===== src/rtl/fir_pkg.sv =====
// Shared widths, limits and default parameters for the decimating FIR back end.
// Also provides the 18-bit to 8-bit saturating clip used by the scaler.
package fir_pkg;
  localparam int FIR_SUM_W = 17;
  localparam int SUM_W     = FIR_SUM_W + 1;
  localparam int OUT_W     = 8;
  localparam int SAT_MAX   = 255;
  localparam int DECIM_DEF = 4;
  localparam int SHIFT_DEF = 9;
  localparam int DEPTH_DEF = 4;
  localparam int PHASE_W   = 4;

  function automatic logic [OUT_W-1:0] clip(input logic [SUM_W-1:0] v);
    return (v > SUM_W'(SAT_MAX)) ? OUT_W'(SAT_MAX) : v[OUT_W-1:0];
  endfunction
endpackage


===== src/rtl/sync_fifo.sv =====
// Synchronous FIFO with registered head: a push is visible one cycle later, never same-cycle.
// Pushes into a full FIFO are refused unless a pop happens on the same edge.
module sync_fifo
  import fir_pkg::*;
#(
  parameter int W     = OUT_W,
  parameter int DEPTH = DEPTH_DEF
) (
  input  logic         i_clk,
  input  logic         i_rst,
  input  logic         i_push,
  input  logic [W-1:0] i_dat,
  input  logic         i_pop,
  output logic [W-1:0] o_dat,
  output logic         o_empty,
  output logic         o_full
);
  localparam int AW = $clog2(DEPTH);
  localparam int CW = AW + 1;

  logic [W-1:0]  r_mem [DEPTH];
  logic [AW-1:0] r_rd;
  logic [AW-1:0] r_wr;
  logic [CW-1:0] r_cnt;
  logic [W-1:0]  r_head;

  logic          w_pop;
  logic          w_push;
  logic [AW-1:0] w_rd_nxt;
  logic [CW-1:0] w_cnt_nxt;
  logic [W-1:0]  w_head_nxt;

  assign o_empty  = (r_cnt == '0);
  assign o_full   = (r_cnt == CW'(DEPTH));
  assign w_pop    = i_pop && !o_empty;
  assign w_push   = i_push && (!o_full || w_pop);
  assign w_rd_nxt = r_rd + AW'(w_pop);
  assign o_dat    = r_head;

  always_comb begin
    w_cnt_nxt = r_cnt;
    if (w_push && !w_pop)
      w_cnt_nxt = r_cnt + CW'(1);
    else if (!w_push && w_pop)
      w_cnt_nxt = r_cnt - CW'(1);
  end

  // The head register must pick up the incoming word when it becomes the sole entry.
  always_comb begin
    w_head_nxt = r_mem[w_rd_nxt];
    if (w_push && (r_wr == w_rd_nxt))
      w_head_nxt = i_dat;
    if (w_cnt_nxt == '0)
      w_head_nxt = '0;
  end

  always_ff @(posedge i_clk) begin
    if (i_rst) begin
      r_rd   <= '0;
      r_wr   <= '0;
      r_cnt  <= '0;
      r_head <= '0;
    end else begin
      if (w_push)
        r_wr <= r_wr + AW'(1);
      r_rd   <= w_rd_nxt;
      r_cnt  <= w_cnt_nxt;
      r_head <= w_head_nxt;
    end
  end

  always_ff @(posedge i_clk) begin
    if (w_push)
      r_mem[r_wr] <= i_dat;
  end
endmodule


===== src/rtl/fir_decimator.sv =====
// Keeps every DECIM-th valid FIR sum, rounds/scales/saturates it to 8 bits, queues it in a FIFO.
// Two cycles from kept sample to OUT_VALID; a full FIFO without a pop drops the sample and sets OVERFLOW.
module fir_decimator
  import fir_pkg::*;
#(
  parameter int DECIM = DECIM_DEF,
  parameter int SHIFT = SHIFT_DEF,
  parameter int DEPTH = DEPTH_DEF
) (
  input  logic                 CLK,
  input  logic                 RST,
  input  logic                 IN_VALID,
  input  logic [FIR_SUM_W-1:0] FIR_SUM,
  output logic [OUT_W-1:0]     OUT_DATA,
  output logic                 OUT_VALID,
  input  logic                 OUT_READY,
  output logic                 OVERFLOW,
  output logic [7:0]           SAT_CNT
);
  localparam logic [PHASE_W-1:0] PH_LAST = PHASE_W'(DECIM - 1);
  localparam logic [SUM_W-1:0]   RND     = SUM_W'(1) << (SHIFT - 1);

  logic [PHASE_W-1:0] r_phase;
  logic               r_s1_vld;
  logic [OUT_W-1:0]   r_s1_dat;
  logic               r_ovf;
  logic [7:0]         r_sat_cnt;

  logic               w_keep;
  logic               w_sat;
  logic               w_empty;
  logic               w_full;
  logic               w_pop;
  logic [SUM_W-1:0]   w_rounded;
  logic [SUM_W-1:0]   w_scaled;

  assign w_keep    = IN_VALID && (r_phase == '0);
  // 18-bit sum cannot wrap: 2^17-1 plus at most 2^8 still fits.
  assign w_rounded = {1'b0, FIR_SUM} + RND;
  assign w_scaled  = w_rounded >> SHIFT;
  assign w_sat     = w_scaled > SUM_W'(SAT_MAX);
  assign w_pop     = OUT_VALID && OUT_READY;
  assign OUT_VALID = !w_empty;
  assign OVERFLOW  = r_ovf;
  assign SAT_CNT   = r_sat_cnt;

  always_ff @(posedge CLK) begin
    if (RST) begin
      r_phase   <= '0;
      r_s1_vld  <= 1'b0;
      r_s1_dat  <= '0;
      r_ovf     <= 1'b0;
      r_sat_cnt <= '0;
    end else begin
      if (IN_VALID)
        r_phase <= (r_phase == PH_LAST) ? '0 : r_phase + PHASE_W'(1);
      r_s1_vld <= w_keep;
      if (w_keep)
        r_s1_dat <= clip(w_scaled);
      if (w_keep && w_sat && (r_sat_cnt != 8'(SAT_MAX)))
        r_sat_cnt <= r_sat_cnt + 8'd1;
      if (r_s1_vld && w_full && !w_pop)
        r_ovf <= 1'b1;
    end
  end

  sync_fifo #(
    .W     (OUT_W),
    .DEPTH (DEPTH)
  ) u_fifo (
    .i_clk   (CLK),
    .i_rst   (RST),
    .i_push  (r_s1_vld),
    .i_dat   (r_s1_dat),
    .i_pop   (w_pop),
    .o_dat   (OUT_DATA),
    .o_empty (w_empty),
    .o_full  (w_full)
  );
endmodule


===== config.mk =====
export PLATFORM = sky130hd
export DESIGN_NAME = fir_decimator
export DESIGN_NICKNAME = d
export VERILOG_FILES = /design/src/rtl/fir_pkg.sv /design/src/rtl/sync_fifo.sv /design/src/rtl/fir_decimator.sv
export SDC_FILE = /design/constraint.sdc
export NUM_CORES = 1
export LEC_CHECK = 0
export CAP_MARGIN = 20
export CORE_MARGIN = 2
export CORE_UTILIZATION = 45
export CTS_CLUSTER_DIAMETER = 60
export DETAILED_ROUTE_END_ITERATION = 10
export GPL_ROUTABILITY_DRIVEN = 0
export GPL_TIMING_DRIVEN = 1
export PLACE_DENSITY_LB_ADDON = 0.15
export SYNTH_ARGS = -nofsm -noshare
export SYNTH_HDL_FRONTEND = slang
export SYNTH_SLANG_ARGS = --single-unit

===== constraint.sdc =====
create_clock -name CLK -period 7.5 [get_ports CLK]
set_input_delay 0.75 -clock CLK [delete_from_list [all_inputs] [get_ports CLK]]
set_output_delay 0.75 -clock CLK [all_outputs]
set_load 0.03 [all_outputs]

==> flow_metrics.env <==
export IMPL_synthSimpleGateAreaFrac_pct=14.1
export IMPL_leakagePower_nw=1.38
export IMPL_critPathLaunchType="input pin"
export IMPL_worstSetupEndpointType="register"
export IMPL_path_buf_inv=1
export IMPL_synth_edf_count=32
export IMPL_wirelength_um=5660
export IMPL_final_setup_viol_count=0
export IMPL_cp_cell_sequence="clkdlybuf4s50_1 > and2_0 > ha_1 > xnor2_1 > nand4_1 > mux2i_1 > a311oi_1"
export IMPL_final_core_util_pct=55.7
export IMPL_crit_start="OUT_READY"
export IMPL_ctsResizeCount=0
export IMPL_start_util_pct=46.5
export IMPL_dpl_hpwl_um=3860
export IMPL_cap_violations=0
export IMPL_synthXorXnorAreaFrac_pct=3.21
export IMPL_synth_compound_area_share_pct=10.4
export IMPL_dieArea_um2=7700
export IMPL_tightest_slew_ps=1010
export IMPL_area_growth_syn_to_layout_pct=19.8
export IMPL_yosysSeqAreaShare_pct=53.9
export IMPL_grt_pass1_wl_um=9330
export IMPL_ys_warn_count=0
export IMPL_post_cts_buffers=0
export IMPL_synth_avg_cell_area_um2=12.1
export IMPL_power_density_nw_per_um2=305
export IMPL_cts_path_max_buffers=2
export IMPL_max_freq_ghz=0.309
export IMPL_final_cell_mix="dfxtp_1 (37), edfxtp_1 (32), clkdlybuf4s50_1 (30), nor2_1 (20), inv_1 (14)"
export IMPL_synth_top_family_by_area="simple AND/OR/NAND/NOR gates"
export IMPL_io_pins=39
export IMPL_hold_start="OVERFLOW"
export IMPL_vdd_ir_drop_worst_mv=0.110
export IMPL_crit_type="in -> reg"
export IMPL_cts_sinks=69
export IMPL_synth_mux_area_share_pct=10.5
export IMPL_layout_commonest_cell="dfxtp_1"
export IMPL_synth_fa_ha_area_share_pct=4.75
export IMPL_crit_slowest_cell="ha_1"
export IMPL_io_buffers=30
export IMPL_drt_antenna_violating_nets=0
export IMPL_wl_per_cell_um=14.3
export IMPL_path_clk_slew_ps=80
export IMPL_cts_tree="yes"
export IMPL_status="finished clean"
export IMPL_drive_gt1_share_pct=10.7
export IMPL_root_buffer="clkbuf_8"
export IMPL_fin_area_um2=3780
export IMPL_grt_pass1_vias=1996
export IMPL_antenna_cells=0
export IMPL_placed_area_um2=3550
export IMPL_postSynth_asyncResetShare_pct=0
export IMPL_hp_class="reg -> reg"
export IMPL_rsz0062_at_grt="no"
export IMPL_fin_skew_ps=12.9
export IMPL_nets=328
export IMPL_core_um2=6790
export IMPL_holdBufCountCts=0
export IMPL_ys_types=47
export IMPL_cp_arrival_ps=3430
export IMPL_clk_latency_ps=350
export IMPL_synthCells=261
export IMPL_vias=2109
export IMPL_tns_ps=0
export IMPL_period_minus_slack_ps=3240
export IMPL_groute_usage_overall_pct=16.0
export IMPL_synthesis_area_um2=3160
export IMPL_cpPeakStageDelay_ps=680
export IMPL_grt_overflow=0
export IMPL_hold_viol=0
export IMPL_die_y_um=87.8
export IMPL_fp_dieW_um=87.8
export IMPL_cpLargestDelayFamily="simple AND/OR/NAND/NOR gates"
export IMPL_dp_slack_ps=3850
export IMPL_finalCritPeriodShare_pct=43.2
export IMPL_required_ps=7690
export IMPL_num_rows=30
export IMPL_r2r_start="u_fifo.r_cnt[0]"
export IMPL_slew_violations=0
export IMPL_antenna_found_initial=0
export IMPL_synth_ff_type="dfxtp_1"
export IMPL_fin_ws_ps=4260
export IMPL_via_per_inst=5.33
export IMPL_drc=0
export IMPL_drt_iter0_drc=108
export IMPL_cts_max_level=3
export IMPL_ys_ff_latch=69
export IMPL_numCtsBuffers=9
export IMPL_synth_fp_nets=294
export IMPL_firstDrtPassIters=4
export IMPL_relSlewSlack_pct=32.2
export IMPL_grt_max_degree=42
export IMPL_cp_max_fo=10
[cell type report]
type	count	area (µm²)
Clock buffer	9	124
Clock inverter	7	106
Fill cell	587	3010
Inverter	14	52.6
Multi-Input combinational cell	168	1360
Sequential cell	69	1700
Tap cell	96	120
Timing Repair Buffer	33	320
[stage by stage]
step	std cells	power, W	hold slack (ps)
floorplan	261	0.000717	471
global placement	379	0.000816	463
detailed placement	379	0.000822	464
CTS	395	0.00117	484
global route	396	0.00122	536
finish	396	0.00116	473
[power by group]
group	leakage (nW)	total (W)	switching [W]	internal, W
Combinational	0.663	0.000353	0.000189	0.000164
Sequential	0.598	0.000459	0.0000230	0.000436
Clock	0.116	0.000343	0.000150	0.000193
Total	1.38	0.00116	0.000363	0.000792
[logic make-up (layout without fill, tap and decap cells)]
kind of cell             Yosys count  after routing
multiplexers                      23             23
flip-flops                        69             69
AO/OA/AOI/OAI                     45             45
AND/OR/NAND/NOR                   78             78
XOR/XNOR                          10             10
buffers and inverters             24             63
adder cells (fa/ha/maj)           12             12
[worst min-delay path: cells and delay by family (launching register included)]
kind	cells	cell delay [ps]
flip-flops	1	330
AND/OR/NAND/NOR	1	70
AO/OA/AOI/OAI	1	40
[registers in the layout, summed over array words and instances (netlist names), 2 cells and up]
signal and cells:
SAT_CNT 8, u_fifo.o_dat 8, u_fifo.r_rd 2, r_s1_dat 8, u_fifo.r_wr 2, u_fifo.r_mem 32
u_fifo.r_cnt 3, r_phase 4
[layer usage]
metal	GRT usage, %	vias to the layer above	wire (µm)
met5	0	-	0
met4	7.55	0	57
met3	3.20	5	203
met2	26.5	50	2740
met1	20.0	990	2660
li1	-	1064	-
[cell usage after synthesis (2+ instances only)]
cell	number	area, µm²
dfxtp_1	37	741
edfxtp_1	32	961
nor2_1	20	75.1
inv_1	14	52.6
a21oi_1	13	65.1
mux2i_1	13	130
ha_1	12	150
nand2_1	10	37.5
a311oi_1	9	78.8
a211oi_1	8	60.1
mux4_2	8	180
clkbuf_1	7	26.3
nand3_1	7	35.0
nand4_1	6	37.5
nor2b_1	6	37.5
xor2_1	6	52.6
and3_1	4	25.0
nor3_1	4	20.0
o31ai_1	4	30.0
nand2b_1	3	18.8
nand3b_1	3	22.5
or4_1	3	22.5
xnor2_1	3	26.3
buf_2	2	10.0
mux2_2	2	22.5
o21ai_0	2	10.0
o41ai_1	2	17.5
or3_1	2	12.5
[worst paths after layout]
path,end,slack [ps],depth (start not counted)
hold reg to reg,OVERFLOW,470,2
hold / removal,OVERFLOW,470,2
setup / recovery,u_fifo.o_dat[7],4260,7
setup reg to reg,u_fifo.o_dat[7],4340,9
No activity file was read; power rests on OpenSTA's default activity.
